`src/rtl/bus_cycle_ctrl_pkg.sv`:
```
`default_nettype none
// ============================================================================
// bus_cycle_pkg : cycle/state encodings, status constants and helpers for
// bus_cycle_ctrl.  Rev 1.0
// ============================================================================
package bus_cycle_pkg;

  typedef enum logic [2:0] {
    CYC_OPFETCH = 3'd0,
    CYC_MEMRD   = 3'd1,
    CYC_MEMWR   = 3'd2,
    CYC_IORD    = 3'd3,
    CYC_IOWR    = 3'd4
  } cyc_type_e;

  typedef enum logic [2:0] {
    ST_IDLE = 3'd0,
    ST_T1   = 3'd1,
    ST_T2   = 3'd2,
    ST_TW   = 3'd3,
    ST_T3   = 3'd4,
    ST_T4   = 3'd5
`ifdef BUS_HOLD_EN
    ,
    ST_HOLD = 3'd6
`endif
  } bus_state_e;

  // {io_m, s1, s0}
  localparam logic [2:0] STATUS_IDLE    = 3'b000;
  localparam logic [2:0] STATUS_OPFETCH = 3'b011;
  localparam logic [2:0] STATUS_MEMRD   = 3'b010;
  localparam logic [2:0] STATUS_MEMWR   = 3'b001;
  localparam logic [2:0] STATUS_IORD    = 3'b110;
  localparam logic [2:0] STATUS_IOWR    = 3'b101;

  function automatic logic is_read(input cyc_type_e t);
    return (t == CYC_OPFETCH) || (t == CYC_MEMRD) || (t == CYC_IORD);
  endfunction

  function automatic logic is_io(input cyc_type_e t);
    return (t == CYC_IORD) || (t == CYC_IOWR);
  endfunction

  function automatic logic [2:0] status_of(input cyc_type_e t);
    logic [2:0] s;
    case (t)
      CYC_OPFETCH: s = STATUS_OPFETCH;
      CYC_MEMRD:   s = STATUS_MEMRD;
      CYC_MEMWR:   s = STATUS_MEMWR;
      CYC_IORD:    s = STATUS_IORD;
      CYC_IOWR:    s = STATUS_IOWR;
      default:     s = STATUS_IDLE;
    endcase
    return s;
  endfunction

endpackage : bus_cycle_pkg
`default_nettype wire

```
`src/rtl/bus_cycle_ctrl.sv`:
```
`default_nettype none
// ============================================================================
// bus_cycle_ctrl : 8085-style T1/T2/TW/T3/T4 machine-cycle sequencer driving
// the multiplexed external bus. Optional HOLD/HLDA under BUS_HOLD_EN. Rev 1.0
// ============================================================================
module bus_cycle_ctrl
  import bus_cycle_pkg::*;
#(
  parameter int MAX_WAIT = 0,
  parameter int WCNT_W   = 4
) (
  input  logic        phi1,
  input  logic        rst,
  input  logic        cyc_start,
  input  logic [2:0]  cyc_type,
  input  logic [15:0] cyc_addr,
  input  logic [7:0]  cyc_wdata,
  output logic        cyc_rdy,
  output logic        cyc_done,
  output logic        cyc_timeout,
  output logic [7:0]  rdata,
  output logic        rdata_valid,
  output logic [7:0]  ad_out,
  output logic        ad_oe,
  input  logic [7:0]  ad_in,
  output logic [7:0]  a_hi,
  output logic        ale,
  output logic        rd_n,
  output logic        wr_n,
  output logic        io_m,
  output logic        s1,
  output logic        s0,
  input  logic        ready
`ifdef BUS_HOLD_EN
  ,
  input  logic        hold,
  output logic        hlda,
  output logic        bus_oe
`endif
);

  localparam logic [WCNT_W-1:0] c_wcnt_one = WCNT_W'(1);
  localparam logic [WCNT_W-1:0] c_wcnt_max = WCNT_W'(MAX_WAIT);

  bus_state_e        r_state;
  bus_state_e        w_state_nxt;
  bus_state_e        w_cycle_nxt;
  cyc_type_e         r_type;
  logic [15:0]       r_addr;
  logic [7:0]        r_wdata;
  logic [WCNT_W-1:0] r_wcnt;
  logic              r_tmo;
  logic              w_take_hold;
  logic              w_accept;
  logic              w_wait_limit;
  logic              w_strobe;

`ifdef BUS_HOLD_EN
  assign w_take_hold = hold && cyc_rdy;
`else
  assign w_take_hold = 1'b0;
`endif

  assign w_accept     = cyc_start && cyc_rdy && (cyc_type <= 3'd4) && !w_take_hold;
  assign w_wait_limit = (MAX_WAIT != 0) && ((r_wcnt + c_wcnt_one) == c_wcnt_max);

  // Destination from any state where a new request may be taken.
  always_comb begin
    w_cycle_nxt = ST_IDLE;
    if (w_accept) begin
      w_cycle_nxt = ST_T1;
    end
`ifdef BUS_HOLD_EN
    if (w_take_hold) begin
      w_cycle_nxt = ST_HOLD;
    end
`endif
  end

  always_comb begin
    w_state_nxt = r_state;
    case (r_state)
      ST_IDLE: w_state_nxt = w_cycle_nxt;
      ST_T1:   w_state_nxt = ST_T2;
      ST_T2:   w_state_nxt = ready ? ST_T3 : ST_TW;
      ST_TW: begin
        if (ready || w_wait_limit) begin
          w_state_nxt = ST_T3;
        end
      end
      ST_T3:   w_state_nxt = (r_type == CYC_OPFETCH) ? ST_T4 : w_cycle_nxt;
      ST_T4:   w_state_nxt = w_cycle_nxt;
`ifdef BUS_HOLD_EN
      ST_HOLD: w_state_nxt = hold ? ST_HOLD : ST_IDLE;
`endif
      default: w_state_nxt = ST_IDLE;
    endcase
  end

  always_ff @(posedge phi1) begin
    if (rst) begin
      r_state     <= ST_IDLE;
      r_type      <= CYC_OPFETCH;
      r_addr      <= 16'h0000;
      r_wdata     <= 8'h00;
      r_wcnt      <= '0;
      r_tmo       <= 1'b0;
      rdata       <= 8'h00;
      rdata_valid <= 1'b0;
      cyc_done    <= 1'b0;
      cyc_timeout <= 1'b0;
    end else begin
      r_state     <= w_state_nxt;
      rdata_valid <= 1'b0;
      cyc_done    <= 1'b0;
      cyc_timeout <= 1'b0;

      if (w_accept) begin
        r_type  <= cyc_type_e'(cyc_type);
        r_addr  <= cyc_addr;
        r_wdata <= cyc_wdata;
      end

      if (w_state_nxt == ST_T1) begin
        r_wcnt <= '0;
        r_tmo  <= 1'b0;
      end else if (r_state == ST_TW) begin
        r_wcnt <= r_wcnt + c_wcnt_one;
        if (!ready && w_wait_limit) begin
          r_tmo <= 1'b1;
        end
      end

      // Completion for non-fetch cycles is reported from T3; fetches wait for T4.
      if (r_state == ST_T3) begin
        if (is_read(r_type)) begin
          rdata       <= ad_in;
          rdata_valid <= 1'b1;
        end
        if (r_type != CYC_OPFETCH) begin
          cyc_done    <= 1'b1;
          cyc_timeout <= r_tmo;
        end
      end

      if (r_state == ST_T4) begin
        cyc_done    <= 1'b1;
        cyc_timeout <= r_tmo;
      end
    end
  end

  assign w_strobe = (r_state == ST_T2) || (r_state == ST_TW) || (r_state == ST_T3);

  always_comb begin
    ale            = 1'b0;
    rd_n           = 1'b1;
    wr_n           = 1'b1;
    ad_oe          = 1'b0;
    ad_out         = 8'h00;
    cyc_rdy        = 1'b0;
    {io_m, s1, s0} = STATUS_IDLE;
    // I/O ports are 8 bits wide and appear on both address halves.
    a_hi           = is_io(r_type) ? r_addr[7:0] : r_addr[15:8];
`ifdef BUS_HOLD_EN
    hlda           = 1'b0;
    bus_oe         = 1'b1;
`endif
    case (r_state)
      ST_IDLE: cyc_rdy = 1'b1;
      ST_T1: begin
        ale            = 1'b1;
        ad_oe          = 1'b1;
        ad_out         = r_addr[7:0];
        {io_m, s1, s0} = status_of(r_type);
      end
      ST_T2, ST_TW, ST_T3: begin
        {io_m, s1, s0} = status_of(r_type);
        if (is_read(r_type)) begin
          rd_n = 1'b0;
        end else begin
          wr_n   = 1'b0;
          ad_oe  = 1'b1;
          ad_out = r_wdata;
        end
        if (r_state == ST_T3) begin
          cyc_rdy = (r_type != CYC_OPFETCH);
        end
      end
      ST_T4: begin
        {io_m, s1, s0} = status_of(r_type);
        cyc_rdy        = 1'b1;
      end
`ifdef BUS_HOLD_EN
      ST_HOLD: begin
        hlda   = 1'b1;
        bus_oe = 1'b0;
      end
`endif
      default: cyc_rdy = 1'b0;
    endcase
  end

  // Only referenced while strobes are active; kept as a named decode for readability.
  logic w_unused;
  assign w_unused = w_strobe;

endmodule : bus_cycle_ctrl
`default_nettype wire

```
`config.mk`:
```
export PLATFORM = sky130hd
export DESIGN_NAME = bus_cycle_ctrl
export DESIGN_NICKNAME = d
export VERILOG_FILES = /design/src/rtl/bus_cycle_ctrl_pkg.sv /design/src/rtl/bus_cycle_ctrl.sv
export SDC_FILE = /design/constraint.sdc
export NUM_CORES = 1
export LEC_CHECK = 0
export ABC_AREA = 1
export CORE_ASPECT_RATIO = 0.75
export CORE_MARGIN = 2
export CORE_UTILIZATION = 44
export DETAILED_ROUTE_END_ITERATION = 10
export PLACE_DENSITY = 0.8
export SKIP_CTS_REPAIR_TIMING = 1
export SLEW_MARGIN = 15
export SYNTH_ARGS = -nofsm -noshare
export SYNTH_HDL_FRONTEND = slang
export SYNTH_SLANG_ARGS = --single-unit
```
`constraint.sdc`:
```
create_clock -name phi1 -period 1.6 [get_ports phi1]
set_input_delay 0.32 -clock phi1 [delete_from_list [all_inputs] [get_ports phi1]]
set_output_delay 0.32 -clock phi1 [all_outputs]
set_load 0.01 [all_outputs]
```
==> metrics.md, run 1 <==
| Metric | Value |
|---|---|
| Vias in the first global route | `1918` |
| Area of the multi-input gates | `roughly 1200 sq um` |
| Routed vias | `around 2300` |
| Leakage | `approximately 1.5 nW` |
| Final max-slew violation count | `0` |
| Nets@finish | `roughly 430` |
| Die height | `61.70 um` |
| Final period util | `1.152` |
| Seq cells post-synth | `40` |
| R2R cell count | `8` |
| Worst Path Arrival | `around 1500 ps` |
| Filler cells | `317` |
| Unrepaired setup endpoints after global routing | `yes` |
| Die area | `around 5000 sq um` |
| Final Power | `~3.0 mW` |
| Ports | `74` |
| Initial antenna violation count | `0` |
| Commonest non-fill, non-tap cells in the layout | `nor2_1 (66), nand2_1 (58), clkdlybuf4s50_1 (48)` |
| Critical path peak fanout | `5` |
| Seq/Total Area, Yosys | `0.4100` |
| FMAX | `about 540 MHz` |
| Clock power share | `0.211` |
| Share of cells above drive strength 1 | `0.3376` |
| Hpwl dp | `roughly 4.2 mm` |
| Avg WL per Cell | `14.63 um` |
| PwrDens | `914.1 nW/um^2` |
| Placed cell areas | `approximately 2900 sq um` |
| Slowest cell on crit path | `dfxtp_4` |
| Synthesized area per cell | `6.877 sq um` |
| Reg2reg setup slack | `roughly 50 ps` |
| Port buffer count | `72` |
| PnR worst setup slack | `-243.1 ps` |
| Remaining global-route overflow | `0` |
| Later-pin clock latency in the skew report | `slightly below 300 ps` |
| Min-delay worst type | `reg -> reg` |
| Starting Density | `0.4702` |
| Distinct cells, synth | `25` |
| Final wirelength | `roughly 6.6 mm` |
| Sw Ratio | `0.3479` |
| H-tree Lvls | `2` |
| Core footprint | `roughly 4200 sq um` |
| Maximum vdd drop | `~0.00056 V` |
| Mapped Cells | `284` |
| Register area | `818.3 sq um` |
| Synth Cell Area | `around 2000 sq um` |
| Hold Fails Final Rpt | `0` |
| Row count | `20` |
| First-pass DRT Iterations | `5` |
| CP Capture Type | `output port` |
| ANT nets after route | `0` |
| Total track usage | `0.2324` |
| Die W | `80.93 um` |
| Combinational share of power | `0.386` |
| Reg2reg start | `r_type[0]` |
| Status | `complete, but fails checks` |
| CP max stage delay | `~380 ps` |
| CTS Root Cell | `clkbuf_8` |
| HP Start | `r_addr[8]` |
| DRT iter0 DRCs | `179` |
| Via density | `5.138` |
| CTS Sinks | `40` |
| TritonCTS clock tree | `yes` |
| Nature of the critical path startpoint | `register` |
| Final min period | `between 1500 and 2000 ps` |
| Maximum clock path buffer count | `2` |
| Hold Path Depth | `2` |
| Area delta synth->final | `65.60%` |
| Flop pwr share | `0.403` |
| Cell Int Power | `~1.9 mW` |
| Antenna diode count | `0` |
| Residual DRC count | `0` |
| Cell Chain, Critical Path | `nor2_4, nand2_1, nand2_2, clkinvlp_4, buf_6, o21ai_2, buf_2` |
| Switching pwr | `1.029 mW` |
| Final Cell Area | `about 3200 sq um` |
| Worst endpoint required time | `around 1300 ps` |
| Failing checks | `setup timing` |
| Final Skew | `about 8.8 ps` |
| Final setup viols | `22` |
| Routability-driven placement congestion ratio | `~0.85` |
| Syn_nets | `323` |
| Commonest non-fill, non-tap cell in the layout | `nor2_1` |
| RR Endpoint | `rdata[0]` |
| Global-route wire length before repair | `about 8.6 mm` |
| Total of max-cap violations | `0` |
| Critical path type | `reg -> out` |
| CTS Buf Count | `5` |
| Yosys warns | `0` |
| Pin count of the biggest net entering global routing | `25` |
| Clock-pin slew on the worst setup and hold paths | `70 ps` |
| Hold Path End | `r_addr[8]` |
==> final cells by class <==
class	instances	area share
Tap cell	55	0.02128
Clock buffer	6	0.02244
Multi-Input combinational cell	216	0.3609
Clock inverter	1	0.001547
Timing Repair inverter	3	0.007350
Inverter	16	0.02824
Timing Repair Buffer	112	0.3052
Sequential cell	40	0.2530
==> flip-flops by register name, indices dropped and copies added (netlist names) <==
name,count
r_addr,16
r_wdata,8
rdata,8
r_state,3
r_type,3
cyc_done,1
rdata_valid,1
==> metal layers <==
layer	share of wire	vias up	track usage	routed length [um]
met3	0.071	17	0.04046	466
met2	0.47	116	0.3719	3084
li1	-	1116	-	-
met5	0	-	0	0
met1	0.43	1058	0.3175	2852
met4	0.025	0	0.09443	167
==> synth_stat cells <==
cell type / number / area, sq um
dfxtp_1: 40 / 800.8
buf_2: 4 / 20.02
conb_1: 1 / 3.750
a21oi_1: 2 / 10.01
nand2_4: 2 / 22.52
buf_4: 1 / 7.510
a2111oi_0: 1 / 8.760
inv_6: 1 / 8.760
nor2_1: 70 / 262.8
inv_1: 11 / 41.29
nand2_2: 2 / 12.51
nor2_4: 1 / 11.26
nand4_1: 1 / 6.260
buf_6: 1 / 11.26
clkbuf_1: 5 / 18.77
a211oi_1: 1 / 7.510
nand2_1: 67 / 251.5
nor2_2: 12 / 75.07
inv_2: 3 / 11.26
clkinv_1: 1 / 3.750
nand3_1: 13 / 65.06
o21a_1: 1 / 7.510
nand3b_1: 24 / 180.2
o21ai_0: 18 / 90.09
buf_8: 1 / 15.01
==> how the worst max path moves through the flow <==
stage	to	start	cells after the start	slack, ps
after global placement	ad_out[6]	r_state[1]	7	-290
after floorplan	a_hi[2]	r_type[0]	6	110
final	a_hi[2]	r_type[1]	7	-240
after global routing	a_hi[4]	r_type[1]	7	-290
after CTS	a_hi[6]	r_type[0]	6	-670
after detailed placement	a_hi[6]	r_type[2]	7	-330
==> per-stage QoR <==
step                hold slack, ps  setup slack, ps  TNS [ps]  utilization  std cells
finish                       493.6           -243.1     -3483       0.7786        449
global route                 512.5           -286.4     -4949       0.7786        449
CTS                          487.6           -670.3    -13950       0.7223        438
detailed placement           475.4           -328.0     -6483       0.7036        431
global placement             467.0           -288.6     -5106       0.7036        431
floorplan                    391.6            105.8         0            -        284
==> critical path: cells and delay by family, from the launching register on <==
kind / cells / cell delay (ps)
AND/OR/NAND/NOR: 3 / 330
AO/OA/AOI/OAI: 1 / 120
flip-flops: 1 / 380
buffers and inverters: 3 / 420
==> kinds of logic (layout without fill, tap and decap cells) <==
group                  count (synthesis)  after routing  share of synthesized area
and+or+nand+nor                      192            192                     0.4542
buffers and inverters                 28            138                    0.07047
other                                  1              1                   0.001920
DFF                                   40             40                     0.4100
AOI/OAI and AO/OA                     23             23                    0.06343
==> power by group through the flow <==
stage | registers, mW | logic [mW] | clock network (mW)
after floorplan | 1.18 | 0.470 | 0
after global placement | 1.18 | 0.922 | 0
after detailed placement | 1.18 | 0.942 | 0
after CTS | 1.16 | 0.949 | 0.630
after global routing | 1.20 | 1.22 | 0.686
final | 1.19 | 1.14 | 0.625
Power figures use the tool's default switching activity.
==> run 2, diff against run 1 <==
CORE_ASPECT_RATIO = 0.8   (was 0.75)
==> run 2 against run 1 <==
Compared with the run above: the flow still finishes with violations (setup timing); combinational power down 8%; largest power group unchanged; count of clock-buffer cells in the layout unchanged; sequential power about the same; global-route usage down 0.33 points; utilization down 3.6 points; clock power up 1%; power down 3.1%.
==> metrics.md, run 2 (same netlist as run 1, synthesis figures left out) <==
| Metric | Value |
|---|---|
| Clock-pin slew on the worst setup and hold paths | `70 ps` |
| Largest regs | `r_addr (16), r_wdata (8), rdata (8)` |
| CTS Buf Count | `5` |
| Leakage | `about 1.5 nW` |
| Maximum vdd drop | `between 0.0005 and 0.0006 V` |
| DP Worst Slack | `-323.0 ps` |
| Port buffer count | `72` |
| Min-delay worst type | `reg -> reg` |
| Pin count of the biggest net entering global routing | `25` |
| Max FFs per register | `16` |
| Via density | `between 4 and 5` |
| PnR worst setup slack | `-287.0 ps` |
| Die height | `~64 um` |
| Hold Fails Final Rpt | `0` |
| DRT iter0 DRCs | `around 140` |
| Slowest cell on crit path | `dfxtp_4` |
| TritonCTS clock tree | `yes` |
| Nets@finish | `around 430` |
| Total of max-cap violations | `0` |
| Final period util | `1.179` |
| First-pass DRT Iterations | `4` |
| Final wirelength | `between 6 and 7 mm` |
| Nature of the critical path startpoint | `register` |
| H-tree Lvls | `2` |
| Final max-slew violation count | `0` |
| Maximum clock path buffer count | `2` |
| HP Start | `r_state[2]` |
| Vias in the first global route | `~2000` |
| Worst Path Arrival | `roughly 1600 ps` |
| Total track usage | `0.2291` |
| CTS Sinks | `40` |
| Final setup viols | `21` |
| Routed vias | `around 2200` |
| Hpwl dp | `4.080 mm` |
| Status | `complete, but fails checks` |
| ANT nets after route | `0` |
| Ports | `74` |
| Remaining global-route overflow | `0` |
| Commonest non-fill, non-tap cell in the layout | `nor2_1` |
| Critical path type | `reg -> out` |
| Crit path buffers/inverters | `4` |
| Critical path peak fanout | `5` |
| Routability-driven placement congestion ratio | `between 0.8 and 0.9` |
| Die W | `around 78 um` |
| Fin Setup TNS | `-2979 ps` |
| Die area | `~5000 sq um` |
| CP Capture Type | `output port` |
| Initial antenna violation count | `0` |
| R2R cell count | `10` |
| Biggest register | `r_addr` |
| FMAX | `about 530 MHz` |
| Commonest non-fill, non-tap cells in the layout | `nor2_1 (68), nand2_1 (59), clkdlybuf4s50_1 (48)` |
| Core footprint | `~4200 sq um` |
| RR Endpoint | `r_addr[15]` |
| Hold Path End | `r_state[1]` |
| Antenna diode count | `0` |
| Reg2reg setup slack | `approximately 70 ps` |
| Unrepaired setup endpoints after global routing | `yes` |
| Avg WL per Cell | `between 10 and 15 um` |
| CP delay by family, top | `buffers and inverters` |
| Global-route wire length before repair | `approximately 8.8 mm` |
| Final min period | `1887 ps` |
| PwrDens | `slightly above 900 nW/um^2` |
| Hold Path Depth | `1` |
| Cell Chain, Critical Path | `nor2_4, nand2_2, nand2_2, clkinvlp_4, buf_6, buf_6, o21ai_2, buf_2` |
| Worst endpoint required time | `about 1300 ps` |
| Share of cells above drive strength 1 | `0.2912` |
| Later-pin clock latency in the skew report | `around 300 ps` |
| Final Skew | `around 4.1 ps` |
| Row count | `21` |
| CTS Root Cell | `clkbuf_8` |
| Starting Density | `0.4617` |
| Area delta synth->final | `60.86%` |
| CP max stage delay | `370 ps` |
| Reg2reg start | `r_state[2]` |
| Failing checks | `setup timing` |
| Residual DRC count | `0` |
[run 2: routing by layer]
metal | part of all wire | vias up | GRT usage
met5 | 0 | - | 0
met1 | 0.43 | 1014 | 0.2927
li1 | - | 1103 | -
met2 | 0.49 | 74 | 0.3728
met3 | 0.060 | 10 | 0.04011
met4 | 0.021 | 0 | 0.1140
[run 2: through the flow]
stage,instances,instance area (sq um),hold slack (ps),power [mW],utilization
after CTS,438,2975,489.3,2.744,0.7033
after detailed placement,431,2898,475.9,2.115,0.6850
after global routing,445,3142,496.3,3.013,0.7427
after global placement,431,2898,467.1,2.091,0.6850
after floorplan,284,1953,391.6,1.647,-
final,445,3142,478.6,2.863,0.7427
[run 2: final cells by class]
cell class              instances  area, sq um
multi-input cells             216         1124
fillers                       325         1089
repair buffers                108        958.4
flip-flops and latches         40        820.8
inverters                      16        81.33
clock buffers                   6        72.57
well taps                      57        71.32
repair inverters                1        8.758
clock inverters                 1        5.005
[run 2: worst max path at each step]
stage               startpoint      end  slack (ps)  cells past startpoint
floorplan            r_type[0]  a_hi[2]         110                      6
global placement     r_type[2]  a_hi[6]        -270                      7
detailed placement   r_type[0]  a_hi[6]        -320                      6
CTS                  r_type[1]  a_hi[6]        -650                      7
global route         r_type[1]  a_hi[2]        -380                      8
finish               r_type[1]  a_hi[2]        -290                      8
[run 2: report_power, final]
group | internal (mW) | switching [mW]
Clock | 0.296 | 0.338
Sequential | 1.10 | 0.0862
Combinational | 0.499 | 0.548
Total | 1.89 | 0.972
==> run 3, diff against run 2 <==
SLEW_MARGIN = 10   (was 15)
==> results of run 3 <==
No change in the layout: final DEF, timing and power equal those of run 2.
